## src/rtl/spi_pkg.sv

```systemverilog
// spi_pkg: shared types and helpers for the SPI request arbiter.
//   arb_state_t  - arbiter FSM state encoding
//   SPI_FRAME_W  - frame width shared with spi_master/spi_slave
//   rr_pick()    - round-robin winner index from a request vector and pointer
package spi_pkg;

  localparam int SPI_FRAME_W = 12;
  localparam int MAX_REQ     = 8;

  typedef enum logic [1:0] {
    IDLE       = 2'd0,
    WAIT_START = 2'd1,
    WAIT_END   = 2'd2,
    DONE       = 2'd3
  } arb_state_t;

  // Scan ptr, ptr+1, ... modulo n and return the first requesting index.
  // Returns ptr when nothing is requesting; callers qualify with |req.
  function automatic logic [2:0] rr_pick(input logic [MAX_REQ-1:0] req,
                                         input logic [2:0]         ptr,
                                         input int unsigned        n);
    logic [2:0] pick;
    logic [2:0] idx;
    logic       found;
    pick  = ptr;
    found = 1'b0;
    for (int unsigned off = 0; off < MAX_REQ; off++) begin
      idx = 3'((32'(ptr) + off) % n);
      if (off < n && !found && req[idx]) begin
        pick  = idx;
        found = 1'b1;
      end
    end
    return pick;
  endfunction

endpackage

```

## src/rtl/spi_req_arbiter_if.sv

```systemverilog
// spi_req_arbiter_if: requester-side handshake plus spi_master start/cs signals.
//   master - client/spi_master side: drives req, req_data, cs_in
//   slave  - arbiter side: drives grant, ack, err, busy, newd, din
interface spi_req_arbiter_if #(
  parameter int NUM_REQ = 4,
  parameter int DATA_W  = 12
);
  logic [NUM_REQ-1:0]        req;
  logic [NUM_REQ*DATA_W-1:0] req_data;
  logic [NUM_REQ-1:0]        grant;
  logic [NUM_REQ-1:0]        ack;
  logic                      err;
  logic                      busy;
  logic                      newd;
  logic [DATA_W-1:0]         din;
  logic                      cs_in;

  modport master (output req, req_data, cs_in,
                  input  grant, ack, err, busy, newd, din);
  modport slave  (input  req, req_data, cs_in,
                  output grant, ack, err, busy, newd, din);
endinterface

```

## src/rtl/rr_arbiter_core.sv

```systemverilog
// rr_arbiter_core: combinational round-robin pick.
//   req_i  - request vector
//   ptr_i  - highest-priority index
//   gnt_o  - one-hot winner
//   idx_o  - winner index
//   vld_o  - at least one request present
module rr_arbiter_core
  import spi_pkg::*;
#(
  parameter int NUM_REQ = 4,
  parameter int PTR_W   = $clog2(NUM_REQ)
) (
  input  logic [NUM_REQ-1:0] req_i,
  input  logic [PTR_W-1:0]   ptr_i,
  output logic [NUM_REQ-1:0] gnt_o,
  output logic [PTR_W-1:0]   idx_o,
  output logic               vld_o
);
  logic [MAX_REQ-1:0] req_ext;
  logic [2:0]         ptr_ext;
  logic [2:0]         pick;

  assign req_ext = MAX_REQ'(req_i);
  assign ptr_ext = 3'(ptr_i);
  assign pick    = rr_pick(req_ext, ptr_ext, NUM_REQ);
  assign idx_o   = pick[PTR_W-1:0];
  assign vld_o   = |req_i;
  assign gnt_o   = vld_o ? (NUM_REQ'(1) << idx_o) : '0;
endmodule

```

## src/rtl/spi_req_arbiter.sv

```systemverilog
// spi_req_arbiter: shares one spi_master between NUM_REQ requesters.
//   clk, rst - clock, async active-high reset
//   bus      - slave modport: req/req_data in, grant/ack/err/busy out,
//              newd/din to spi_master, cs_in from spi_master
// A granted word is latched into din and announced with a one-cycle newd.
// cs_in falling marks frame start, rising marks frame end; each wait state
// is bounded by TIMEOUT_CYC cycles, after which the frame is acked with err.
module spi_req_arbiter
  import spi_pkg::*;
#(
  parameter int NUM_REQ     = 4,
  parameter int DATA_W      = SPI_FRAME_W,
  parameter int TIMEOUT_CYC = 1023
) (
  input logic clk,
  input logic rst,
  spi_req_arbiter_if.slave bus
);
  localparam int PTR_W = $clog2(NUM_REQ);
  localparam int TMR_W = $clog2(TIMEOUT_CYC + 1);

  arb_state_t         state_q;
  logic [PTR_W-1:0]   ptr_q, owner_q;
  logic [TMR_W-1:0]   timer_q;
  logic [NUM_REQ-1:0] grant_q, ack_q;
  logic               err_q, busy_q, newd_q;
  logic [DATA_W-1:0]  din_q;

  logic [NUM_REQ-1:0] pick_gnt;
  logic [PTR_W-1:0]   pick_idx;
  logic               pick_vld;
  logic               tmo;

  rr_arbiter_core #(.NUM_REQ(NUM_REQ), .PTR_W(PTR_W)) u_core (
    .req_i (bus.req),
    .ptr_i (ptr_q),
    .gnt_o (pick_gnt),
    .idx_o (pick_idx),
    .vld_o (pick_vld)
  );

  assign tmo = (timer_q == TMR_W'(TIMEOUT_CYC));

  always_ff @(posedge clk or posedge rst) begin
    if (rst) begin
      state_q <= IDLE;
      ptr_q   <= '0;
      owner_q <= '0;
      timer_q <= '0;
      grant_q <= '0;
      ack_q   <= '0;
      err_q   <= 1'b0;
      busy_q  <= 1'b0;
      newd_q  <= 1'b0;
      din_q   <= '0;
    end else begin
      // Pulse outputs default low; set only on the transition that owns them.
      newd_q <= 1'b0;
      ack_q  <= '0;
      err_q  <= 1'b0;
      case (state_q)
        IDLE: begin
          if (pick_vld) begin
            grant_q <= pick_gnt;
            owner_q <= pick_idx;
            din_q   <= bus.req_data[pick_idx*DATA_W +: DATA_W];
            newd_q  <= 1'b1;
            timer_q <= '0;
            busy_q  <= 1'b1;
            state_q <= WAIT_START;
          end
        end
        WAIT_START: begin
          // A stale-low cs_in counts as a start so the frame cannot wedge.
          if (!bus.cs_in) begin
            timer_q <= '0;
            state_q <= WAIT_END;
          end else if (tmo) begin
            ack_q   <= grant_q;
            err_q   <= 1'b1;
            state_q <= DONE;
          end else begin
            timer_q <= timer_q + TMR_W'(1);
          end
        end
        WAIT_END: begin
          if (bus.cs_in) begin
            ack_q   <= grant_q;
            state_q <= DONE;
          end else if (tmo) begin
            ack_q   <= grant_q;
            err_q   <= 1'b1;
            state_q <= DONE;
          end else begin
            timer_q <= timer_q + TMR_W'(1);
          end
        end
        DONE: begin
          // ack is high during this cycle; grant still overlaps it.
          ptr_q   <= (owner_q == PTR_W'(NUM_REQ - 1)) ? '0 : owner_q + PTR_W'(1);
          grant_q <= '0;
          busy_q  <= 1'b0;
          state_q <= IDLE;
        end
        default: state_q <= IDLE;
      endcase
    end
  end

  assign bus.grant = grant_q;
  assign bus.ack   = ack_q;
  assign bus.err   = err_q;
  assign bus.busy  = busy_q;
  assign bus.newd  = newd_q;
  assign bus.din   = din_q;
endmodule

```

## src/flat_wrapper.sv

```systemverilog
// flat-port wrapper written by rule: the top's interface ports become plain ports
module spi_req_arbiter_flat import spi_pkg::*;
#(
  parameter int NUM_REQ     = 4,
  parameter int DATA_W      = SPI_FRAME_W,
  parameter int TIMEOUT_CYC = 1023
)
  (clk, rst, bus_req, bus_req_data, bus_cs_in, bus_grant, bus_ack, bus_err, bus_busy, bus_newd, bus_din);
  spi_req_arbiter_if #(.NUM_REQ(NUM_REQ), .DATA_W(DATA_W)) bus_i ();
  input logic clk;
  input logic rst;
  input wire logic [$bits(bus_i.req)-1:0] bus_req;
  input wire logic [$bits(bus_i.req_data)-1:0] bus_req_data;
  input wire logic [$bits(bus_i.cs_in)-1:0] bus_cs_in;
  output wire logic [$bits(bus_i.grant)-1:0] bus_grant;
  output wire logic [$bits(bus_i.ack)-1:0] bus_ack;
  output wire logic [$bits(bus_i.err)-1:0] bus_err;
  output wire logic [$bits(bus_i.busy)-1:0] bus_busy;
  output wire logic [$bits(bus_i.newd)-1:0] bus_newd;
  output wire logic [$bits(bus_i.din)-1:0] bus_din;
  assign bus_i.req = bus_req;
  assign bus_i.req_data = bus_req_data;
  assign bus_i.cs_in = bus_cs_in;
  assign bus_grant = bus_i.grant;
  assign bus_ack = bus_i.ack;
  assign bus_err = bus_i.err;
  assign bus_busy = bus_i.busy;
  assign bus_newd = bus_i.newd;
  assign bus_din = bus_i.din;
  spi_req_arbiter #(.NUM_REQ(NUM_REQ), .DATA_W(DATA_W), .TIMEOUT_CYC(TIMEOUT_CYC)) u_core (.clk(clk), .rst(rst), .bus(bus_i));
endmodule
```

## config.mk

```make
export PLATFORM = sky130hd
export DESIGN_NAME = spi_req_arbiter_flat
export DESIGN_NICKNAME = d
export VERILOG_FILES = /design/src/rtl/spi_pkg.sv /design/src/rtl/spi_req_arbiter_if.sv /design/src/rtl/rr_arbiter_core.sv /design/src/rtl/spi_req_arbiter.sv /design/src/flat_wrapper.sv
export SDC_FILE = /design/constraint.sdc
export NUM_CORES = 1
export LEC_CHECK = 0
export CAP_MARGIN = 20
export CORE_ASPECT_RATIO = 1.1
export CORE_UTILIZATION = 46
export DETAILED_ROUTE_END_ITERATION = 10
export PLACE_DENSITY = 0.91
export SLEW_MARGIN = 10
export SYNTH_ARGS = -nofsm -noshare
export SYNTH_HDL_FRONTEND = slang
export SYNTH_SLANG_ARGS = --single-unit
```

## constraint.sdc

```tcl
create_clock -name clk -period 2.1 [get_ports clk]
set_input_delay 0.42 -clock clk [delete_from_list [all_inputs] [get_ports clk]]
set_output_delay 0.42 -clock clk [all_outputs]
set_load 0.005 [all_outputs]
```

[After elaboration in Yosys (flattened, before gate mapping)]
Index checks and enable logic that the tools add are counted.
Word-level totals
  bits of input ports: 55
  output and inout bits: 23
  register bits: 39
Cells by class
  shift operators: 2
  reductions and logical operators: 13
  multipliers: 1
  add/sub/neg operators: 5
  multiplexer cells: 39
  equality and inequality tests: 7
  magnitude comparators: 4
Operators with widths (number)
  $shiftx A48 B7 Y12: 1
  $mux W10: 4
  $pmux W10 S3: 1
  $lt A2 B4 Y1 const B: 4
  $mux W2: 8
  $mux W4: 4
  $pmux W4 S2: 2
  $mux W1: 13
  $add A10 B1 Y10 const B: 1
  $eq A10 B10 Y1 const B: 1
  $bmux W1 S2: 4
  $pmux W2 S4: 1
  $eq A2 B2 Y1 const B: 3
  $add A2 B1 Y2 const B: 2
  $add A2 B2 Y2 const B: 2
  $mul A2 B2 Y4 const B: 1
  $pmux W1 S2: 2
  $reduce_and A2 Y1: 2
  $reduce_or A4 Y1: 1
  $shl A1 B2 Y4 const A: 1
  $logic_and A1 B1 Y1: 3
  $logic_not A1 Y1: 3
  $reduce_and A3 Y1: 1
  $reduce_bool A3 Y1: 1
  other kinds (5): 5

[Depth between registers and ports, before layout]
  word-level depth: 15
  depth in mapped cells: 9
  gate-level depth less buffers: 8

[Hierarchy]
From an unflattened synthesis, not the netlist that was laid out.
Second synthesis, totals
  cell total of the unflattened synthesis: 216
  area, all modules: 2381.0 um2
By module, submodules not included
  spi_req_arbiter: area an instance 2132.0 um2, cells an instance 179, sequential area each 975.9 um2, times used 1
  rr_arbiter_core: area an instance 249.0 um2, cells an instance 37, sequential area each 0.0 um2, times used 1

[Least setup slack after synthesis]
No wires, ideal clock.
  path kind: input-to-reg
  from: input bus_req[3]
  to: register u_core.din_q[3] (netlist: u_core.bus.din[3])
  data arrival time: 1.921 ns
  buffers on the path: 2
  path slack: 0.053 ns
  setup time: 0.126 ns
  stages on the path: 8
  cell sequence: buf_4 nand2b_1 o21ai_2 a221oi_4 buf_6 mux2_4 a221oi_2 a21oi_1
On the way
  cells in the longest elaborated chain, start to end: 14
  elaborated cells on any way between the ends: 24
RTL lines
  from (decl): line flat_wrapper.sv:12  | input wire logic [$bits(bus_i.req)-1:0] bus_req;
  $bmux W1 S2: line spi_pkg.sv:29  | if (off < n && !found && req[idx]) begin
  $mux W1 (implied by the code): line spi_pkg.sv:29
  $mux W1: line spi_pkg.sv:29
  $logic_not A1 Y1: line spi_pkg.sv:29
  $logic_and A1 B1 Y1: line spi_pkg.sv:29
  $mux W1: line spi_pkg.sv:29
  $logic_not A1 Y1: line spi_pkg.sv:29
  $logic_and A1 B1 Y1: line spi_pkg.sv:29
  $mux W1: line spi_pkg.sv:29
  $logic_not A1 Y1: line spi_pkg.sv:29
  $logic_and A1 B1 Y1: line spi_pkg.sv:29
  $mux W2: line spi_pkg.sv:29
  $mul A2 B2 Y4: line spi_req_arbiter.sv:66  | din_q <= bus.req_data[pick_idx*DATA_W +: DATA_W];
  $shiftx A48 B7 Y12: line spi_req_arbiter.sv:66
  to (signal assigned): line spi_req_arbiter.sv:66
  to (decl): line spi_req_arbiter.sv:27  | logic [DATA_W-1:0] din_q;
Parallel ways exist; a longest one is shown, timed or not. The select of a mux whose other input is x is not followed.
A chain may end at the register's enable or synchronous reset.

[Worst setup path in the final report]
  from: input bus_req[3]
  to: register u_core.din_q[6] (netlist: u_core.bus.din[6])
Same word-level chain as after synthesis.

==> run_results.csv <==
group,metric,value,unit
clocking,clock_tree_from_tritoncts,"yes",
placed_design,gp_congestion,0.788,
global_route,antenna_found_initial,0,
clocking,clock_insertion_delay_worst_skew,0.29,ns
finish,synthToLayoutAreaGrowth,54.8,%
power,power_density,1190,nW/um2
finish,finish.net_count,408,
clocking,clock-root-buffer,"sky130_fd_sc_hd__clkbuf_8",
placed_design,place_hpwl,5030,um
clocking,cts.sinks,39,
floorplan,fp.dieW,69.6,um
clocking,tritoncts.num_buffers,5,
finish,filler_cell_count,284,
global_route,grt_overall_usage,0.279,
synthesis,post_synth_inst_count,236,
global_route,grt_max_degree,40,
floorplan,core-area,4750,um2
routing,first_iter_violations,146,
floorplan,boundaryPins,78,
routing,met3WireLength,456,um
finish,multiInputGateArea,1300,um2
finish,layout.area.seq,977,um2
synthesis,synth.top_cell.area_share,0.422,
power,finalPower,0.00426,W
finish,drive_gt1_frac,0.259,
routing,drt-total-wl,7300,um
synthesis,yosys.area.top_type,"sky130_fd_sc_hd__dfrtp_1",
hold_path,hold_class,"register to register",
run_status,run_status,"finished, final reports clean",
routing,avg_wl_per_cell,18.1,um
synthesis,postSynth.asyncResetShare,1.00,
critical_path,worstSetupStartpointType,"input pin",
routing,dr.max_layer_used,"met4",
synthesis,synth_sequential_area_ratio,0.422,
timing,worst_clock_skew,0.00676,ns
routing,avgViaCountPerCell,5.81,
timing,max-slew-margin-rel,0.473,
timing,finalSetupViolations,0,
routing,wl_met2,3810,um
global_route,wire_length_of_the_first_global_routing_pass,11700,um
placed_design,place_area,3360,um2
synthesis,ys_seq_elements,39,
synthesis,synth_top_flop_cell,"sky130_fd_sc_hd__dfrtp_1",
timing,layout_worst_path_cycle_share,0.990,
synthesis,synthesis.nets,297,
power,ir_drop,0.000711,V
floorplan,fp_rows,26,
floorplan,floorplan.die_area,5320,um2
routing,met1Wirelength,2700,um
timing,worstMarginPinSlew,0.791,ns
finish,final_area,3580,um2
synthesis,yosysWarnings,0,
floorplan,die_y,76.4,um
synthesis,synth_enable_flop_cells,0,
global_route,first_global_vias,2535,
finish,antennaDiodeCount,0,
clocking,clk_path_buf_depth,2,
job,max-cap-violations,0,
routing,post-route-drc-count,0,
timing,max_freq,0.481,GHz
critical_path,required_time_reported_for_the_critical_path_endpoint,2.27,ns
synthesis,yosysUniqueCellTypes,48,
routing,first_pass_iters,4,
placed_design,io_buffer_count,77,
routing,route.antenna.remaining_nets,0,
global_route,grt.overflow.total,0,
timing,timing.final.max_slew_violations,0,
clocking,cts.reportedPaths.clkPinSlew,0.07,ns
critical_path,cp.arrival,2.25,ns
critical_path,worstSetupPathType,"input pin to register",
timing,clock_period_minus_worst_slack,2.08,ns
critical_path,crit_path_max_fanout,8,
clocking,h-tree-depth,2,
synthesis,synth_top_cells_by_area,"sky130_fd_sc_hd__dfrtp_1, sky130_fd_sc_hd__a21oi_1, sky130_fd_sc_hd__nand2_1",
critical_path,worstSetupEndpointType,"register",
timing,count_of_endpoints_failing_hold_in_the_final_timing_report,0,
routing,num_vias,2343,
power,static-leakage-power,1.53,nW
synthesis,mean_syn_cell_area,9.80,um2
finish,post-route-util,0.754,
synthesis,mappedNetlistArea,2310,um2
floorplan,initial_core_util,0.487,
## kinds of logic after synthesis
group | share of synthesized area
muxes | 0.0725
and+or+nand+nor | 0.157
DFF | 0.422
xor gates and xnor gates | 0.0227
buffers and inverters | 0.0530
AOI/OAI and AO/OA | 0.241
adders and majority gates | 0.0324
## registers in the layout, summed over array words and instances, names as in the netlist
signal            count
u_core.ptr_q          2
u_core.state_q        2
u_core.bus.din       12
u_core.bus.ack        4
u_core.owner_q        2
u_core.bus.err        1
u_core.bus.grant      4
u_core.bus.busy       1
u_core.timer_q       10
u_core.bus.newd       1
## power by group
group          switching, W  total [W]  internal (W)
registers          0.000197    0.00119      0.000995
clock network      0.000255   0.000603      0.000348
logic               0.00120    0.00247       0.00127
total               0.00165    0.00426       0.00261
## cell usage after synthesis, types with 5 or more instances
master	count
sky130_fd_sc_hd__inv_1	10
sky130_fd_sc_hd__a21oi_1	24
sky130_fd_sc_hd__o21ai_0	8
sky130_fd_sc_hd__a221oi_2	6
sky130_fd_sc_hd__nor3_1	5
sky130_fd_sc_hd__nor2_1	21
sky130_fd_sc_hd__a22oi_1	5
sky130_fd_sc_hd__dfrtp_1	39
sky130_fd_sc_hd__mux2_2	6
sky130_fd_sc_hd__ha_1	6
sky130_fd_sc_hd__mux2_4	6
sky130_fd_sc_hd__nand2_1	27
sky130_fd_sc_hd__a22o_1	5
sky130_fd_sc_hd__nand3_1	7
sky130_fd_sc_hd__and2_1	5
## path summary, 6_finish.rpt
kind	from	endpoint	slack, ns	cells past startpoint
setup / recovery	bus_req[3]	u_core.bus.din[6]	0.02	10
hold / removal	u_core.bus.busy	u_core.bus.busy	0.49	1
setup reg to reg	u_core.ptr_q[1]	u_core.bus.din[11]	0.04	7
hold reg to reg	u_core.bus.busy	u_core.bus.busy	0.49	1
max in group asynchronous	rst	u_core.ptr_q[1]	1.18	3
min in group asynchronous	rst	u_core.bus.grant[3]	0.54	3
## repair_timing
item / CTS / global route
pin swaps: 7 / 0
hold buffers: 0 / 0
buffers inserted: 3 / 1
cloned: 0 / 0
gates resized for setup: 12 / 10
setup endpoints to repair: 13 / 17
## worst max-delay path: stages
cell                            delay, ns
sky130_fd_sc_hd__dlygate4sd2_1       0.26
sky130_fd_sc_hd__buf_6               0.13
sky130_fd_sc_hd__a21bo_1             0.21
sky130_fd_sc_hd__a21oi_2             0.19
sky130_fd_sc_hd__a221oi_4            0.06
sky130_fd_sc_hd__buf_4               0.16
sky130_fd_sc_hd__buf_8               0.14
sky130_fd_sc_hd__mux2_4              0.30
sky130_fd_sc_hd__a221oi_2            0.26
sky130_fd_sc_hd__a21oi_1             0.12
## layer usage
layer / global-route usage / up-vias
met1: 0.300 / 1106
met4: 0.150 / 0
met5: 0 / -
met3: 0.0675 / 41
met2: 0.498 / 128
li1: - / 1068
## stage by stage
stage	instances	TNS (ns)	setup WS (ns)	hold WS [ns]
4_1_cts	402	0	0.0543	0.488
5_1_grt	403	-0.0881	-0.0507	0.515
3_3_place_gp	392	-7.20	-0.425	0.466
2_1_floorplan	236	0	0.0531	0.450
3_5_place_dp	392	-9.15	-0.581	0.471
6_report	403	0	0.0207	0.493
## layout make-up
type	count	area share
Sequential cell	39	0.273
Tap cell	56	0.0196
Clock inverter	1	0.00839
Clock buffer	6	0.0203
Multi-Input combinational cell	172	0.363
Inverter	11	0.0115
Timing Repair Buffer	118	0.304
## cells in the final DEF (no fill, tap or decap), types with 6 or more instances in the layout
cell type,n
sky130_fd_sc_hd__dfrtp_1,38
sky130_fd_sc_hd__inv_1,8
sky130_fd_sc_hd__buf_4,38
sky130_fd_sc_hd__nand3_1,7
sky130_fd_sc_hd__nand2_1,27
sky130_fd_sc_hd__a21oi_1,23
sky130_fd_sc_hd__mux2_2,6
sky130_fd_sc_hd__nor2_1,21
sky130_fd_sc_hd__a221oi_2,7
sky130_fd_sc_hd__o21ai_0,8
sky130_fd_sc_hd__mux2_4,6
sky130_fd_sc_hd__clkdlybuf4s50_1,73
(Power assumes the default switching activity.)
